## src/rtl/semaforo_monitor.sv

```systemverilog
// Checks the Semaforo lamp outputs. It decodes the phase, times each phase and enforces the G->Y->R order and durations.
// One-cycle latency: all outputs reflect the lamp sample taken on the same edge. There is no backpressure.
module semaforo_monitor #(
  parameter int G_TICKS = 300,
  parameter int Y_TICKS = 50,
  parameter int R_TICKS = 200,
  parameter int TOL     = 2,
  parameter int CNT_W   = 9
) (
  input  logic             clock,
  input  logic             reset_n,
  input  logic             green,
  input  logic             yellow,
  input  logic             red,
  input  logic             clear_fault,
  output logic [1:0]       phase,
  output logic             locked,
  output logic [CNT_W-1:0] dur_out,
  output logic             dur_valid,
  output logic [7:0]       cycle_count,
  output logic             fault,
  output logic [2:0]       fault_code
);

  typedef enum logic [2:0] {SYNC, TRK_G, TRK_Y, TRK_R, FAULT} state_t;

  localparam logic [1:0] PH_R    = 2'b00;
  localparam logic [1:0] PH_Y    = 2'b01;
  localparam logic [1:0] PH_G    = 2'b10;
  localparam logic [1:0] PH_NONE = 2'b11;

  localparam logic [CNT_W-1:0] G_MIN  = CNT_W'(G_TICKS - TOL);
  localparam logic [CNT_W-1:0] Y_MIN  = CNT_W'(Y_TICKS - TOL);
  localparam logic [CNT_W-1:0] R_MIN  = CNT_W'(R_TICKS - TOL);
  localparam logic [CNT_W-1:0] G_TRIP = CNT_W'(G_TICKS + TOL + 1);
  localparam logic [CNT_W-1:0] Y_TRIP = CNT_W'(Y_TICKS + TOL + 1);
  localparam logic [CNT_W-1:0] R_TRIP = CNT_W'(R_TICKS + TOL + 1);

  state_t           state, state_n;
  logic [CNT_W-1:0] cnt, cnt_n, cnt_inc;
  logic [CNT_W-1:0] dur_out_n, nom_min, nom_trip;
  logic             dur_valid_n;
  logic [7:0]       cycle_count_n;
  logic [2:0]       fault_code_n;
  logic [1:0]       lamp_cnt, dec_ph, succ_ph;
  logic             multi, dark, change;

  assign lamp_cnt = {1'b0, green} + {1'b0, yellow} + {1'b0, red};
  assign multi    = (lamp_cnt > 2'd1);
  assign dark     = (lamp_cnt == 2'd0);
  assign dec_ph   = (multi || dark) ? PH_NONE : (green ? PH_G : (yellow ? PH_Y : PH_R));
  // A change needs a valid phase on both sides; leaving reset or a dark/multi sample is not one.
  assign change   = (phase != PH_NONE) && (dec_ph != PH_NONE) && (dec_ph != phase);
  assign cnt_inc  = (&cnt) ? cnt : cnt + 1'b1;

  assign locked = (state == TRK_G) || (state == TRK_Y) || (state == TRK_R);
  assign fault  = (state == FAULT);

  always_comb begin
    state_n       = state;
    cnt_n         = (dec_ph == phase) ? cnt_inc : CNT_W'(1);
    dur_out_n     = dur_out;
    dur_valid_n   = 1'b0;
    cycle_count_n = cycle_count;
    fault_code_n  = fault_code;
    nom_min       = R_MIN;
    nom_trip      = R_TRIP;
    succ_ph       = PH_G;

    case (state)
      TRK_G: begin nom_min = G_MIN; nom_trip = G_TRIP; succ_ph = PH_Y; end
      TRK_Y: begin nom_min = Y_MIN; nom_trip = Y_TRIP; succ_ph = PH_R; end
      default: ;
    endcase

    if (state == FAULT) begin
      if (clear_fault) begin
        state_n      = SYNC;
        fault_code_n = 3'd0;
        cnt_n        = '0;
      end
    end else if (multi) begin
      state_n      = FAULT;
      fault_code_n = 3'd1;
    end else if (dark) begin
      state_n      = FAULT;
      fault_code_n = 3'd2;
    end else if (state == SYNC) begin
      if (change) begin
        state_n = (dec_ph == PH_G) ? TRK_G : ((dec_ph == PH_Y) ? TRK_Y : TRK_R);
      end
    end else if (change) begin
      dur_out_n   = cnt;
      dur_valid_n = 1'b1;
      if (dec_ph != succ_ph) begin
        state_n      = FAULT;
        fault_code_n = 3'd3;
      end else if (cnt < nom_min) begin
        state_n      = FAULT;
        fault_code_n = 3'd4;
      end else begin
        state_n = (dec_ph == PH_G) ? TRK_G : ((dec_ph == PH_Y) ? TRK_Y : TRK_R);
        if (state == TRK_R) cycle_count_n = cycle_count + 8'd1;
      end
    end else if (cnt_inc >= nom_trip) begin
      // Lamp held too long: flag it on the edge the limit is crossed, not at the eventual change.
      state_n      = FAULT;
      fault_code_n = 3'd5;
    end
  end

  always_ff @(posedge clock or negedge reset_n) begin
    if (!reset_n) begin
      state       <= SYNC;
      cnt         <= '0;
      phase       <= PH_NONE;
      dur_out     <= '0;
      dur_valid   <= 1'b0;
      cycle_count <= 8'd0;
      fault_code  <= 3'd0;
    end else begin
      state       <= state_n;
      cnt         <= cnt_n;
      phase       <= dec_ph;
      dur_out     <= dur_out_n;
      dur_valid   <= dur_valid_n;
      cycle_count <= cycle_count_n;
      fault_code  <= fault_code_n;
    end
  end

endmodule

```

## config.mk

```make
export PLATFORM = sky130hd
export DESIGN_NAME = semaforo_monitor
export DESIGN_NICKNAME = d
export VERILOG_FILES = /design/src/rtl/semaforo_monitor.sv
export SDC_FILE = /design/constraint.sdc
export NUM_CORES = 1
export LEC_CHECK = 0
export CORE_MARGIN = 2
export CORE_UTILIZATION = 30
export CTS_CLUSTER_SIZE = 28
export DETAILED_ROUTE_END_ITERATION = 8
export PLACE_DENSITY_LB_ADDON = 0.05
export SYNTH_ARGS = -nofsm -noshare
export SYNTH_HDL_FRONTEND = slang
export SYNTH_SLANG_ARGS = --single-unit
```

## constraint.sdc

```tcl
create_clock -name clock -period 5.25 [get_ports clock]
set_clock_uncertainty 0.2 [all_clocks]
set_input_delay 0.7875 -clock clock [delete_from_list [all_inputs] [get_ports clock]]
set_output_delay 0.7875 -clock clock [all_outputs]
set_load 0.05 [all_outputs]
```

==> impl_metrics.py, run 1 <==
metrics = {
    "timing": {
        "whs_ps": 280.0,
        "worstMarginPinSlew_ps": 1091,
        "drv_slew": 0,
        "setup_violations": 0,
        "tns_ps": 0,
        "period_share_pct": 70.86,
        "finalHoldViolCount": 0,
        "fin_crit_ps": 3720,
        "clock.fmax_ghz": 0.2688,
        "rsz0062_at_grt": "false",
        "max_slew_margin_pct": 26.46,
    },
    "critical_path": {
        "cp-start-kind": "input pin",
        "critPathRequiredTime_ps": 5220,
        "end_kind": "flip-flop",
        "path_class": "input pin to flip-flop",
        "critPathArrivalTime_ps": 3690,
        "startpoint": "green",
        "r2r-end": "fault_code[0]",
        "rr_startpoint": "state[0]",
        "reg2reg_slack_ps": 1900,
        "path_max_fanout": 10,
        "r2r_cells": 10,
    },
    "cts": {
        "root_buffer": "clkbuf_8",
        "tritoncts": "done",
        "insertion_delay_ps": 290,
        "postCtsHoldBufs": 0,
        "clkSinkCount": 35,
        "cts_buffers": 5,
        "clk_pin_slew_ps": 70,
        "cts_setup_buffers": 0,
        "cts_resized": 0,
        "h-tree-depth": 2,
        "clockBufferDepth": 2,
    },
    "synthesis": {
        "synth_nets": 236,
        "synth_area_um2": 2175,
        "synthArstFlopShare_pct": 100.0,
        "synth.distinct_cells": 47,
        "ys_seq_elements": 35,
        "synth_ff_type": "dfrtp_1",
        "synthCells": 212,
        "ys_warn_count": 0,
        "synth_edf_count": 0,
        "ys_seq_area_share_pct": 40.39,
        "avgSynthCellArea_um2": 10.26,
    },
    "grt": {
        "busiest_layer": "met2",
        "grtUsageMet3_pct": 3.509,
        "grt_antenna_before_repair": 0,
        "use_met1_pct": 18.55,
        "grt_pass1_wl_um": 8424,
        "grt_pass1_vias": 1702,
        "grt_overflow": 0,
        "grt_max_degree": 36,
        "grt_usage_pct": 13.77,
        "met2_usage_pct": 21.89,
    },
    "drt": {
        "first_pass_iters": 4,
        "ant_nets": 0,
        "wl_per_cell_um": 14.33,
        "viasPerCell": 4.910,
        "drt_iter0_markers": 24,
        "vias": 1699,
        "drcViolationCount": 0,
        "wirelength_um": 4958,
    },
    "die": {
        "core-area_um2": 7137,
        "die_area_um2": 7946,
        "dieWidth_um": 89.14,
        "pin_count": 31,
        "initial_core_util_pct": 30.47,
        "std_cell_rows": 31,
        "die_h_um": 89.14,
    },
    "place": {
        "portBuffers": 30,
        "gp_congestion": 0.7500,
        "place_hpwl_um": 3647,
    },
    "min_path": {
        "hp-start": "cycle_count[7]",
        "hold_path_depth": 1,
        "hold_path_end": "cycle_count[7]",
        "hp-class": "flip-flop to flip-flop",
    },
    "power_and_ir_drop": {
        "worst_ir_drop_vdd_mv": 0.2776,
        "leakage_nw": 1.217,
        "p_per_area_nw_per_um2": 345.8,
    },
    "job": {
        "cap_violations": 0,
    },
    "run_status": {
        "status": "complete, no violations",
    },
    "final_layout": {
        "area_growth_pct": 22.38,
        "nets": 270,
        "fill_cells": 735,
        "layout-drive-gt1-share_pct": 14.57,
        "antenna_cells": 0,
    },
}
[cells by family after synthesis]
kind of cell,count (synthesis),synth area share (%)
xor+xnor,16,6.444
mux,14,7.192
compound gates,43,13.18
fa+ha+maj,18,10.70
flops,35,40.39
simple gates,71,19.22
buf+inv,15,2.877
[worst max path at each step]
| stage | to | cells after the start |
|---|---|---|
| after floorplan | state[0] | 12 |
| after global placement | dur_out[1] | 7 |
| after detailed placement | dur_out[8] | 7 |
| after CTS | dur_out[8] | 7 |
| after global routing | dur_out[6] | 7 |
| final | dur_out[8] | 7 |
[where the power goes]
| group | internal, mW | switching [mW] |
|---|---|---|
| clock | 0.0927 | 0.100 |
| sequential | 0.305 | 0.0461 |
| combinational | 0.143 | 0.233 |
| total | 0.541 | 0.380 |
[metrics by stage]
stage          utilization [%]  setup slack (ps)  std cells  instance area, um2  power, mW
3_5_place_dp             36.10              1152        338                2576     0.7340
2_1_floorplan                -              2230        212                2175     0.6195
4_1_cts                  37.29              1458        346                2661     0.9356
6_report                 37.29              1530        346                2661     0.9203
5_1_grt                  37.29              1258        346                2661     0.9929
3_3_place_gp             36.10              1228        338                2576     0.7402
[state kept, by name (all words and copies together), names as in the netlist]
name,cells
state,3
phase,2
cnt,9
dur_valid,1
cycle_count,8
fault_code,3
dur_out,9
[critical path, cell delays in order]
cell             delay (ps)
clkdlybuf4s50_1         590
inv_1                   130
fa_1                    550
nor2b_1                 380
o21ai_0                 300
nor2_2                  540
mux2_2                  400
[cell usage in the layout, fill, tap and decap left out, types with 5 or more instances in the layout]
master           synthesis  layout
dfrtp_1                 33      33
nor2_1                   9       9
nor3_1                   6       6
and3_1                  11      11
nand2_1                 14      14
clkbuf_8                 0       5
xnor2_1                 11      11
nand4_1                  8       8
xor2_1                   5       5
o21ai_0                 10      10
clkdlybuf4s50_1          0      29
ha_1                    17      17
inv_1                   12      12
nand3_1                  6       6
mux2_2                  13      13
a21oi_1                 17      17
[metal layers]
metal,share of wire [%],vias to the layer above
met5,0,-
met4,1.1,0
met3,3.8,5
met2,46,30
met1,49,822
li1,-,842
[layout make-up]
type                       count  area (um2)  share of cell area, %
clock buffer                   6       72.57                  2.727
clock inverter                 2       12.51                 0.4701
inverter                      12       45.04                  1.693
multi-input combinational    162        1234                  46.36
sequential                    35       878.3                  33.00
tap                           99       123.9                  4.654
timing repair buffer          30       295.3                  11.10
[Yosys cell counts (2+ instances only)]
master     n  area [um2]
and2_1     2       12.51
xnor2_1   11       96.34
inv_1     12       45.04
a211oi_2   2       25.02
nand4_1    8       50.05
ha_1      17       212.7
mux2_2    13       146.4
nand3_1    6       30.03
a21oi_1   17       85.08
nand2_1   14       52.55
dfrtp_1   33       825.8
and4_1     2       17.52
nand2b_1   2       12.51
nor3_1     6       30.03
dfstp_2    2       52.55
and3_1    11       68.82
buf_2      2       10.01
o21a_1     2       15.01
o21ai_0   10       50.05
xor2_1     5       43.79
nor2_1     9       33.78
(Power assumes the default switching activity.)
==> inputs of run 2 (changes only) <==
- clock period: 5.25 -> 3.7 ns (I/O delays scaled with it)
==> impl_metrics.py, run 2 (same netlist as run 1, synthesis figures left out) <==
metrics = {
    "critical_path": {
        "critPathArrivalTime_ps": 3190,
        "path_max_fanout": 10,
        "end_kind": "flip-flop",
        "critPathRequiredTime_ps": 3670,
        "cp-start-kind": "flip-flop",
        "path_class": "flip-flop to flip-flop",
    },
    "grt": {
        "grt_antenna_before_repair": 0,
        "grt_max_degree": 36,
        "grt_pass1_vias": 1719,
        "grt_pass1_wl_um": 8500,
        "grt_usage_pct": 13.92,
        "grt_overflow": 0,
    },
    "die": {
        "pin_count": 31,
        "std_cell_rows": 31,
        "core-area_um2": 7137,
        "initial_core_util_pct": 30.47,
        "dieWidth_um": 89.14,
        "die_area_um2": 7946,
        "die_h_um": 89.14,
    },
    "drt": {
        "drcViolationCount": 0,
        "wl_per_cell_um": 14.27,
        "drt_iter0_markers": 39,
        "first_pass_iters": 4,
        "vias": 1672,
        "ant_nets": 0,
        "viasPerCell": 4.723,
        "wirelength_um": 5052,
    },
    "cts": {
        "clk_pin_slew_ps": 80,
        "cts_setup_buffers": 0,
        "h-tree-depth": 2,
        "insertion_delay_ps": 290,
        "postCtsHoldBufs": 0,
        "cts_buffers": 5,
        "tritoncts": "done",
        "clockBufferDepth": 2,
        "root_buffer": "clkbuf_8",
        "cts_resized": 0,
        "clkSinkCount": 35,
    },
    "power_and_ir_drop": {
        "p_per_area_nw_per_um2": 489.7,
        "leakage_nw": 1.257,
        "worst_ir_drop_vdd_mv": 0.4865,
    },
    "final_layout": {
        "fill_cells": 746,
        "layout-drive-gt1-share_pct": 16.86,
        "top_regs": "cnt: 9 flops, dur_out: 9 flops, cycle_count: 8 flops",
        "nets": 278,
        "final_common_cell": "dfrtp_1",
        "most-common-layout-cells": "dfrtp_1 (33), clkdlybuf4s50_1 (29), a21oi_1 (17), ha_1 (17), nand2_1 (14)",
        "antenna_cells": 0,
        "final_util_pct": 38.08,
        "area_growth_pct": 24.97,
        "fin_cells": 354,
    },
    "timing": {
        "finalHoldViolCount": 0,
        "worstMarginPinSlew_ps": 799.2,
        "tns_ps": 0,
        "clock.fmax_ghz": 0.3108,
        "fin_ws_ps": 483.0,
        "setup_violations": 0,
        "fin_crit_ps": 3217,
        "max_slew_margin_pct": 46.72,
        "period_share_pct": 86.95,
        "drv_slew": 0,
        "rsz0062_at_grt": "false",
    },
    "place": {
        "pre_cts_slack_ps": 202.3,
        "dp_cells": 346,
        "gp_congestion": 0.7995,
        "place_hpwl_um": 3762,
        "portBuffers": 30,
    },
    "job": {
        "cap_violations": 0,
    },
    "run_status": {
        "status": "complete, no violations",
    },
    "min_path": {
        "hp-class": "input pin to async pin",
    },
}
-- run 2: cell types whose count changed in the layout (fill, tap and decap cells not counted) --
cell / delta
buf_4: +8
clkinvlp_4: -1
clkbuf_1: +1
-- run 2: per-layer routing --
metal	up-vias	share of wire [%]	GRT usage, %
li1	857	-	-
met1	783	50	19.52
met2	27	46	21.68
met3	5	3.3	3.139
met4	0	0.67	3.664
met5	-	0	0
-- run 2: worst max-delay path, cell delays in order (launching register included) --
cell,delay [ps]
dfrtp_1,440
ha_1,220
and3_1,310
nand4_4,230
nand4_1,170
xnor2_1,100
ha_1,300
and4_1,200
nand2_1,70
or2_2,290
o221a_2,310
o21ai_0,170
o31ai_1,90
-- run 2: worst paths after layout --
check	from	end	slack, ps	cells after the start
max reg2reg	cnt[1]	state[0]	480	12
max	cnt[1]	state[0]	480	12
min in group clock	cycle_count[6]	cycle_count[6]	300	1
min	reset_n	state[1]	150	1
min reg2reg	cycle_count[6]	cycle_count[6]	300	1
max in group asynchronous	reset_n	cycle_count[5]	2630	1
-- run 2: layout make-up --
cell class	instances	area, um2	area share, %
multi-input cells	162	1234	45.40
clock inverters	1	5.005	0.1842
inverters	12	45.04	1.657
flip-flops and latches	35	878.3	32.32
well taps	99	123.9	4.558
repair buffers	38	355.3	13.08
clock buffers	7	76.32	2.808
-- run 2: metrics by stage --
stage	power (mW)	hold WS, ps	area, um2
floorplan	0.8790	59.41	2175
global placement	1.075	262.8	2636
detailed placement	1.068	295.0	2636
CTS	1.354	184.4	2718
global route	1.429	239.7	2718
finish	1.331	148.1	2718
-- run 2: power by group --
part | internal [mW] | switching, mW
sequential | 0.433 | 0.0427
clock | 0.132 | 0.141
combinational | 0.221 | 0.360
total | 0.787 | 0.544
==> inputs of run 3 (changes only) <==
- MAX_ROUTING_LAYER: default -> met4
==> impl_metrics.py, run 3 (same netlist as run 1, synthesis figures left out) <==
metrics = {
    "min_path": {
        "hp-class": "input pin to async pin",
    },
    "drt": {
        "ant_nets": 0,
        "wl_per_cell_um": 14.27,
        "drcViolationCount": 0,
        "first_pass_iters": 4,
        "wirelength_um": 5052,
        "drt_iter0_markers": 39,
        "vias": 1672,
        "viasPerCell": 4.723,
    },
    "cts": {
        "insertion_delay_ps": 290,
        "cts_buffers": 5,
        "postCtsHoldBufs": 0,
        "tritoncts": "done",
        "clockBufferDepth": 2,
        "root_buffer": "clkbuf_8",
        "h-tree-depth": 2,
        "cts_resized": 0,
        "clk_pin_slew_ps": 80,
        "cts_setup_buffers": 0,
        "clkSinkCount": 35,
    },
    "critical_path": {
        "startpoint": "cnt[1]",
        "rr_startpoint": "cnt[1]",
        "r2r-end": "state[0]",
        "setup.worst_path.end": "state[0]",
        "r2r_cells": 12,
        "end_kind": "flip-flop",
        "reg2reg_slack_ps": 480,
        "path_max_fanout": 10,
        "critPathArrivalTime_ps": 3190,
        "cp-start-kind": "flip-flop",
        "path_class": "flip-flop to flip-flop",
        "critPathRequiredTime_ps": 3670,
    },
    "final_layout": {
        "nets": 278,
        "area_growth_pct": 24.97,
        "most-common-layout-cells": "dfrtp_1 (33), clkdlybuf4s50_1 (29), a21oi_1 (17), ha_1 (17), nand2_1 (14)",
        "antenna_cells": 0,
        "top_regs": "cnt: 9 flops, dur_out: 9 flops, cycle_count: 8 flops",
        "stdcell_area_um2": 2718,
        "layout-drive-gt1-share_pct": 16.86,
        "final_common_cell": "dfrtp_1",
    },
    "grt": {
        "grt_antenna_before_repair": 0,
        "grt_pass1_wl_um": 8500,
        "grt_pass1_vias": 1719,
        "grt_max_degree": 36,
        "grt_overflow": 0,
        "grt_usage_pct": 14.34,
    },
    "power_and_ir_drop": {
        "worst_ir_drop_vdd_mv": 0.4874,
        "p_per_area_nw_per_um2": 489.9,
        "fin_total_pwr_mw": 1.331,
        "leakage_nw": 1.257,
    },
    "timing": {
        "clock.fmax_ghz": 0.3109,
        "drv_slew": 0,
        "fin_crit_ps": 3217,
        "max_slew_margin_pct": 46.72,
        "setup_violations": 0,
        "tns_ps": 0,
        "rsz0062_at_grt": "false",
        "period_share_pct": 86.94,
        "finalHoldViolCount": 0,
        "worstMarginPinSlew_ps": 799.1,
    },
    "run_status": {
        "status": "complete, no violations",
    },
    "die": {
        "initial_core_util_pct": 30.47,
        "dieWidth_um": 89.14,
        "die_area_um2": 7946,
        "std_cell_rows": 31,
        "pin_count": 31,
        "die_h_um": 89.14,
        "core-area_um2": 7137,
    },
    "place": {
        "place_hpwl_um": 3762,
        "portBuffers": 30,
        "gp_congestion": 0.8110,
        "dpl-instance-area_um2": 2636,
    },
    "job": {
        "cap_violations": 0,
    },
}
==> run 3: layer usage <==
layer	vias up	share of wire [%]	global-route usage [%]	wire length, um
li1	857	-	-	-
met1	783	50	19.69	2545
met2	27	46	21.68	2321
met3	5	3.0	2.862	150
met4	0	0.67	3.664	34
met5	-	0	-	0
==> run 3: worst max-delay path, stage by stage (launching register included) <==
cell	delay [ps]
dfrtp_1	440
ha_1	220
and3_1	310
nand4_4	230
nand4_1	170
xnor2_1	100
ha_1	300
and4_1	200
nand2_1	70
or2_2	290
o221a_2	310
o21ai_0	170
o31ai_1	90
==> run 3: worst min-delay path by stage <==
stage / from / slack [ps] / to / cells after the start
floorplan: reset_n / 60 / cnt[0] / 0
global placement: cycle_count[7] / 260 / cycle_count[7] / 1
detailed placement: dur_out[6] / 300 / dur_out[6] / 1
CTS: reset_n / 180 / state[1] / 1
global route: reset_n / 240 / dur_out[6] / 1
finish: reset_n / 150 / state[1] / 1
==> run 3: report_power, final <==
part	total [mW]	switching [mW]	internal (mW)
clock	0.274	0.141	0.132
combinational	0.582	0.360	0.221
sequential	0.476	0.0428	0.433
==> run 3: cell type report <==
cell class                 instances  area (um2)
tap                               99       123.9
inverter                          12       45.04
timing repair buffer              38       355.3
clock buffer                       7       76.32
clock inverter                     1       5.005
sequential                        35       878.3
fill                             746        4419
multi-input combinational        162        1234
==> run 3: per-stage QoR <==
stage               std cells  setup WS (ps)  hold WS, ps  util [%]
finish                    354          483.4        147.6     38.08
global route              354          261.0        239.7     38.08
CTS                       354          455.1        184.4     38.08
detailed placement        346          202.3        295.0     36.94
global placement          346          279.5        262.8     36.94
floorplan                 212          679.7        59.41         -
